`config.mk`:
```
export PLATFORM = sky130hd
export DESIGN_NAME = mem_bus_arbiter
export DESIGN_NICKNAME = d
export VERILOG_FILES = /design/src/rtl/mem_bus_arbiter.sv
export SDC_FILE = /design/constraint.sdc
export NUM_CORES = 1
export LEC_CHECK = 0
export ABC_AREA = 1
export CELL_PAD_IN_SITES_DETAIL_PLACEMENT = 0
export CELL_PAD_IN_SITES_GLOBAL_PLACEMENT = 1
export CORE_AREA = 2 2 107 109
export DETAILED_ROUTE_END_ITERATION = 10
export DIE_AREA = 0 0 109 111
export DONT_BUFFER_PORTS = 1
export PLACE_DENSITY = 0.4
export SLEW_MARGIN = 20
export SYNTH_ARGS = -nofsm -noshare
export SYNTH_HDL_FRONTEND = slang
export SYNTH_SLANG_ARGS = --single-unit
export TNS_END_PERCENT = 1
```
`constraint.sdc`:
```
create_clock -name clk -period 3.1 [get_ports clk]
set_clock_uncertainty 0.1 [all_clocks]
set_input_delay 0.93 -clock clk [delete_from_list [all_inputs] [get_ports clk]]
set_output_delay 0.93 -clock clk [all_outputs]
set_load 0.02 [all_outputs]
```
`src/rtl/mem_bus_arbiter.sv`:
```
// Two-master (inst fetch / data) to single memory port arbiter with round-robin under contention
// and a watchdog that force-completes hung slave transactions; grant is registered, one per transaction.
module mem_bus_arbiter #(
    parameter int ADDR_W  = 32,
    parameter int DATA_W  = 32,
    parameter int TIMEOUT = 16
) (
    input  logic                clk,
    input  logic                rst_n,
    input  logic                inst_read,
    input  logic [ADDR_W-1:0]   inst_addr,
    output logic [DATA_W-1:0]   inst_rdata,
    output logic                inst_stall,
    input  logic                data_read,
    input  logic                data_write,
    input  logic [ADDR_W-1:0]   data_addr,
    input  logic [DATA_W-1:0]   data_wdata,
    input  logic [DATA_W/8-1:0] data_mask,
    output logic [DATA_W-1:0]   data_rdata,
    output logic                data_stall,
    output logic                mem_read,
    output logic                mem_write,
    output logic [ADDR_W-1:0]   mem_addr,
    output logic [DATA_W-1:0]   mem_wdata,
    output logic [DATA_W/8-1:0] mem_mask,
    input  logic [DATA_W-1:0]   mem_rdata,
    input  logic                mem_ack,
    output logic                bus_err
);

    localparam int CNT_W = $clog2(TIMEOUT);
    localparam logic [CNT_W-1:0] CNT_LAST = CNT_W'(TIMEOUT - 1);

    localparam logic [1:0] ST_IDLE  = 2'd0;
    localparam logic [1:0] ST_GNT_I = 2'd1;
    localparam logic [1:0] ST_GNT_D = 2'd2;

    logic [1:0]       state_q, state_d;
    logic [CNT_W-1:0] cnt_q, cnt_d;
    logic             bus_err_q, bus_err_d;

    logic gnt_i, gnt_d, strobe, data_req, ack, timeout, done;

    assign gnt_i    = (state_q == ST_GNT_I);
    assign gnt_d    = (state_q == ST_GNT_D);
    assign strobe   = gnt_i | gnt_d;
    assign data_req = data_read | data_write;
    // An ack outside a grant has no transaction to complete, so it is masked here.
    assign ack      = strobe & mem_ack;
    assign timeout  = strobe & ~mem_ack & (cnt_q == CNT_LAST);
    assign done     = ack | timeout;

    always_comb begin
        state_d   = state_q;
        cnt_d     = cnt_q;
        bus_err_d = bus_err_q | timeout;
        case (state_q)
            ST_IDLE: begin
                cnt_d = '0;
                if (data_req) begin
                    state_d = ST_GNT_D;
                end else if (inst_read) begin
                    state_d = ST_GNT_I;
                end
            end
            ST_GNT_I: begin
                if (done) begin
                    cnt_d   = '0;
                    state_d = data_req ? ST_GNT_D : ST_IDLE;
                end else begin
                    cnt_d = cnt_q + CNT_W'(1);
                end
            end
            ST_GNT_D: begin
                if (done) begin
                    cnt_d   = '0;
                    state_d = inst_read ? ST_GNT_I : ST_IDLE;
                end else begin
                    cnt_d = cnt_q + CNT_W'(1);
                end
            end
            default: begin
                state_d = ST_IDLE;
                cnt_d   = '0;
            end
        endcase
    end

    always_ff @(posedge clk or negedge rst_n) begin
        if (!rst_n) begin
            state_q   <= ST_IDLE;
            cnt_q     <= '0;
            bus_err_q <= 1'b0;
        end else begin
            state_q   <= state_d;
            cnt_q     <= cnt_d;
            bus_err_q <= bus_err_d;
        end
    end

    always_comb begin
        mem_read   = gnt_i | (gnt_d & ~data_write);
        mem_write  = gnt_d & data_write;
        mem_addr   = gnt_i ? inst_addr : (gnt_d ? data_addr : '0);
        mem_wdata  = (gnt_d & data_write) ? data_wdata : '0;
        mem_mask   = (gnt_d & data_write) ? data_mask : (strobe ? '1 : '0);
        inst_rdata = (gnt_i & ack & inst_read) ? mem_rdata : '0;
        data_rdata = (gnt_d & ack & data_read & ~data_write) ? mem_rdata : '0;
        inst_stall = inst_read & ~(gnt_i & done);
        data_stall = data_req & ~(gnt_d & done);
        bus_err    = bus_err_q;
    end

endmodule
```
==> results.json, run 1 <==
{
  "report.power.total_mw": 1.623,
  "max-vdd-ir-drop_mv": 0.1891,
  "placementRows": 39,
  "syn_inst": 346,
  "final-hold-violation-count": 0,
  "numCtsBuffers": 3,
  "grt_util_all_layers": 0.1012,
  "post_drt_wl_per_cell_microns": 11.96,
  "num_io_pins": 275,
  "post-cts-setup-buffers": 0,
  "grt_pass1_vias": 1931,
  "antenna_violations_before_repair": 0,
  "cap_violations": 0,
  "tightest_pin_transition_ps": 544.9,
  "grt_start_max_net_pins": 35,
  "rr_startpoint": "state_q[1]$_DFFE_PN0P_",
  "ys_seq_elements": 7,
  "timing.final.crit_share": 0.9565,
  "initial_core_util": 0.1517,
  "synthToLayoutAreaGrowth_pct": 53.76,
  "rr_worst_depth": 8,
  "worstHoldPathType": "in -> async",
  "cts_tree": "done",
  "die_w_microns": 109,
  "final_nets": 577,
  "cp-start-kind": "flip-flop",
  "first_pass_grt_wire_length_microns": 9722,
  "clkLatencyLatePin_ps": 230,
  "dp_hpwl_microns": 5783,
  "layout.cell_area.non_filler_sq_mm": 0.002584,
  "drt_iter0_markers": 66,
  "chipHeight_microns": 111,
  "drt_wl_total_microns": 6891,
  "drt_pass1_iterations": 4,
  "yosysTopAreaCell": "sky130_fd_sc_hd__nor2_1",
  "synth_fp_nets": 489,
  "synth_flop_cell": "sky130_fd_sc_hd__dfrtp_1",
  "numPortBuffers": 0,
  "power.leakage_nw": 1.699,
  "period_minus_slack_ps": 2965,
  "yosys_warnings": 0,
  "critPathKind": "reg -> out",
  "worstPathArrival_ps": 1940,
  "slew_headroom": 0.6362,
  "clockBufferDepth": 2,
  "synthMostInstantiatedCell": "sky130_fd_sc_hd__nor2_1",
  "dp.cells": 572,
  "h-tree-depth": 1,
  "fin_ws_ps": 134.9,
  "gp_congestion": 0.7213,
  "clock_sinks": 7,
  "design.core.area_sq_mm": 0.01108,
  "grt.overflow.total": 0,
  "vias": 2296,
  "slew_violations": 0,
  "grt_setup_unrepaired": "true",
  "synth.distinct_cells": 21,
  "routed_via_density": 3.986,
  "most_frequent_cells_after_synthesis": "93 x sky130_fd_sc_hd__nor2_1, 87 x sky130_fd_sc_hd__nand2_1, 72 x sky130_fd_sc_hd__inv_1, 38 x sky130_fd_sc_hd__nand3_1, 11 x sky130_fd_sc_hd__nor2_2",
  "antenna-diode-count": 0,
  "die_footprint_sq_mm": 0.01210,
  "worst_reg2reg_setup_slack_ps": 1300,
  "timing.rr.end": "state_q[1]$_DFFE_PN0P_",
  "clock_root_buffer": "sky130_fd_sc_hd__clkbuf_16",
  "max_freq_mhz": 337.3,
  "place_ws_ps": 279.9,
  "place_area_sq_mm": 0.002502,
  "drc_violations": 0,
  "async_reset_ff_frac": 1.000,
  "timing.critical_path.required_ps": 2070,
  "status": "completed",
  "number_of_nets_still_failing_antenna_checks_after_routing": 0,
  "critical_path_peak_fanout": 32,
  "totalNegativeSetupSlack_ps": 0,
  "setup_viol_count_final": 0,
  "crit_path_end_kind": "output port",
  "synth.yosys.seq_area_share": 0.1042,
  "synth_edf_count": 0,
  "cts.reportedPaths.clkPinSlew_ps": 40,
  "post_layout_nonfiller_instances": 576,
  "fraction_of_final_layout_cells_with_drive_strength_greater_than_1": 0.2887,
  "power.density_mw_per_mm2": 628.3,
  "mappedNetlistArea_sq_mm": 0.001680,
  "syn-mean-instance-area_sq_um": 4.857,
  "synth_top_area_frac": 0.2077,
  "critical_path.startpoint": "state_q[1]$_DFFE_PN0P_",
  "synth.top_cells.by_area": "sky130_fd_sc_hd__nor2_1 21%, sky130_fd_sc_hd__nand2_1 19%, sky130_fd_sc_hd__inv_1 16%"
}
layer usage:
layer	global-route usage	up-vias	routed length, microns
li1	-	1166	-
met1	0.1017	995	2397
met2	0.2108	131	3902
met3	0.02058	4	573
met4	0.01026	0	18
met5	0	-	0
cell type report:
class	instances	area (sq um)
clock buffers	4	78.83
fillers	1235	8493
inverters	74	277.8
multi-input cells	245	1100
flip-flops and latches	7	175.2
well taps	143	178.9
repair buffers	103	773.2
flip-flops by register name, summed over array words and instances, names as in the netlist:
register and flops:
bus_err 1, cnt_q 4, state_q 2
kinds of logic after synthesis:
group                    synth area share
AO/OA/AOI/OAI                     0.01191
AND/OR/NAND/NOR                    0.5987
flip-flops                         0.1042
adder cells (fa/ha/maj)           0.03723
buffers and inverters              0.2427
XOR/XNOR                         0.005213
report_power, final:
group | switching [mW] | internal [mW]
Clock | 0.0483 | 0.171
Combinational | 0.942 | 0.329
Sequential | 0.0199 | 0.113
Total | 1.01 | 0.613
worst max path at each step:
stage	to	slack, ps	depth (start not counted)
finish	inst_rdata[31]	130	5
global route	mem_read	-50	5
floorplan	data_rdata[11]	520	4
global placement	data_rdata[13]	320	4
detailed placement	data_rdata[11]	280	4
CTS	inst_rdata[31]	50	5
stage by stage:
stage,utilization,hold WS (ps)
CTS,0.2330,293.0
floorplan,-,332.3
finish,0.2333,295.1
detailed placement,0.2259,352.0
global route,0.2333,287.6
global placement,0.2259,355.2
cell usage in the layout (no fill, tap or decap), drive strengths merged, types with 3 or more instances in the layout:
| master | netlist | routed |
|---|---|---|
| ha | 5 | 5 |
| clkbuf | 4 | 4 |
| a21oi | 3 | 3 |
| dfrtp | 7 | 7 |
| nand2 | 88 | 88 |
| nor2 | 105 | 105 |
| buf | 16 | 103 |
| inv | 74 | 74 |
| nand3 | 40 | 40 |
what timing repair did:
item,in CTS,in global routing
setup endpoints to repair,0,32
resized for setup,0,1
hold buffers,0,0
worst max-delay path, cell delays in order (launching register included):
cell and delay [ps]:
sky130_fd_sc_hd__dfrtp_1 400, sky130_fd_sc_hd__inv_1 90, sky130_fd_sc_hd__ha_2 410, sky130_fd_sc_hd__nand4_4 380, sky130_fd_sc_hd__nor2_1 240, sky130_fd_sc_hd__buf_4 170
Note: power is estimated with default switching activity, not from simulation.
==> run 2: changes to the inputs <==
--- a/config.mk
+++ b/config.mk
@@ -13,7 +13,8 @@
 export DIE_AREA = 0 0 109 111
 export DONT_BUFFER_PORTS = 1
 export PLACE_DENSITY = 0.4
-export SLEW_MARGIN = 20
+export REMOVE_ABC_BUFFERS = 1
+export SLEW_MARGIN = 25
 export SYNTH_ARGS = -nofsm -noshare
 export SYNTH_HDL_FRONTEND = slang
 export SYNTH_SLANG_ARGS = --single-unit
==> run 2 against run 1 <==
Net effect: design area is 0.82% higher; final cell count is 0.17% higher; register-to-register slack worse by 60 ps; via count is 2.1% higher; hold slack worse by 0.62 ps; highest routed layer unchanged.
==> results.json, run 2 (synthesis results as in run 1) <==
{
  "slowest_stage": "sky130_fd_sc_hd__dfrtp_1",
  "cp-start-kind": "flip-flop",
  "clock_sinks": 7,
  "largest_register_ffs": 4,
  "grt_pass1_vias": 2019,
  "antenna-diode-count": 0,
  "dp_hpwl_microns": 5836,
  "power.density_mw_per_mm2": 632.1,
  "slew_headroom": 0.6426,
  "gp_congestion": 0.7657,
  "timing.rr.end": "state_q[0]$_DFFE_PN0P_",
  "drt_iter0_markers": 94,
  "setup.worst_path.end": "data_rdata[28]",
  "cp_cell_sequence": "inv_1 -> ha_1 -> inv_2 -> nor2_4 -> nand3_4 -> nor2_1 -> buf_4",
  "drc_violations": 0,
  "grt_util_all_layers": 0.1005,
  "num_io_pins": 275,
  "period_minus_slack_ps": 2896,
  "die_footprint_sq_mm": 0.01210,
  "worst_reg2reg_setup_slack_ps": 1240,
  "antenna_violations_before_repair": 0,
  "final_nets": 578,
  "place_ws_ps": 249.6,
  "post_drt_wl_per_cell_microns": 12.89,
  "synthToLayoutAreaGrowth_pct": 55.03,
  "fin_ws_ps": 203.5,
  "fraction_of_final_layout_cells_with_drive_strength_greater_than_1": 0.2903,
  "place_area_sq_mm": 0.002502,
  "rr_startpoint": "state_q[1]$_DFFE_PN0P_",
  "first_pass_grt_wire_length_microns": 9708,
  "clkLatencyLatePin_ps": 230,
  "grt_start_max_net_pins": 35,
  "cap_violations": 0,
  "grt_setup_unrepaired": "true",
  "design.core.area_sq_mm": 0.01108,
  "die_w_microns": 109,
  "timing.final.crit_share": 0.9344,
  "status": "completed",
  "timing.critical_path.required_ps": 2070,
  "critical_path.startpoint": "state_q[0]$_DFFE_PN0P_",
  "initial_core_util": 0.1517,
  "clockBufferDepth": 2,
  "vias": 2345,
  "numPortBuffers": 0,
  "rr_worst_depth": 8,
  "mostFrequentLayoutCells": "103 x sky130_fd_sc_hd__buf_4, 93 x sky130_fd_sc_hd__nor2_1, 87 x sky130_fd_sc_hd__nand2_1",
  "cts_tree": "done",
  "setup_viol_count_final": 0,
  "drt_wl_total_microns": 7440,
  "h-tree-depth": 1,
  "number_of_nets_still_failing_antenna_checks_after_routing": 0,
  "placementRows": 39,
  "routed_via_density": 4.064,
  "slew_violations": 0,
  "fillers": 1280,
  "critPathKind": "reg -> out",
  "cts.reportedPaths.clkPinSlew_ps": 40,
  "layout.cell_area.non_filler_sq_mm": 0.002605,
  "max_freq_mhz": 345.2,
  "worstHoldPathType": "in -> async",
  "registers.top_by_ff_count": "cnt_q",
  "final_common_cell": "sky130_fd_sc_hd__buf_4",
  "critical_path_peak_fanout": 32,
  "cpPeakStageDelay_ps": 400,
  "crit_path_end_kind": "output port",
  "post-cts-setup-buffers": 0,
  "worstPathArrival_ps": 1870,
  "clock_root_buffer": "sky130_fd_sc_hd__clkbuf_16",
  "final-hold-violation-count": 0,
  "power.leakage_nw": 1.704,
  "grt.overflow.total": 0,
  "drt_pass1_iterations": 4,
  "tightest_pin_transition_ps": 535.4,
  "finalHoldWorstSlack_ps": 294.5,
  "chipHeight_microns": 111,
  "max-vdd-ir-drop_mv": 0.2815,
  "numCtsBuffers": 3
}
run 2: worst min path at each step:
stage                         end  slack (ps)  cells past startpoint                from
2_1_floorplan  cnt_q[0]$_DFF_PN0_         330                      1  cnt_q[0]$_DFF_PN0_
3_3_place_gp   cnt_q[0]$_DFF_PN0_         360                      1  cnt_q[0]$_DFF_PN0_
3_5_place_dp   cnt_q[0]$_DFF_PN0_         360                      1  cnt_q[0]$_DFF_PN0_
4_1_cts        cnt_q[0]$_DFF_PN0_         290                      0               rst_n
5_1_grt        cnt_q[1]$_DFF_PN0_         290                      0               rst_n
6_report       cnt_q[0]$_DFF_PN0_         290                      0               rst_n
run 2: metal layers:
metal	GRT usage	wire, microns	part of all wire
met1	0.09936	2671	0.36
met2	0.2095	3963	0.53
met3	0.01352	717	0.096
met4	0.02393	87	0.012
met5	0	0	0
run 2: per-stage QoR:
step                utilization  std cells  TNS (ps)  power (mW)
floorplan                     -        326    -12980       1.077
global placement         0.2259        572         0       1.414
detailed placement       0.2259        572         0       1.414
CTS                      0.2330        576         0       1.640
global route             0.2352        577    -19.17       1.777
finish                   0.2352        577         0       1.647
run 2: worst max-delay path, delay by kind of cell, from the launching register on:
kind                     cells  cell delay [ps]
buffers and inverters        3              340
flip-flops                   1              400
adder cells (fa/ha/maj)      1              210
AND/OR/NAND/NOR              3              650
run 2: power breakdown:
group | internal, mW | leakage (nW) | switching, mW
registers | 0.113 | 0.0892 | 0.0176
clock network | 0.171 | 0.0382 | 0.0482
logic | 0.335 | 1.58 | 0.962
run 2: layout make-up:
class	instances	area [sq um]	area share
Timing Repair Buffer	103	773.2	0.2968
Sequential cell	7	175.2	0.06724
Inverter	74	277.8	0.1066
Clock buffer	4	78.83	0.03026
Tap cell	143	178.9	0.06868
Multi-Input combinational cell	246	1121	0.4304
run 2: repair_timing:
action | in CTS | in global routing
hold buffers | 0 | 0
resized for setup | 0 | 2
setup endpoints to repair | 0 | 32
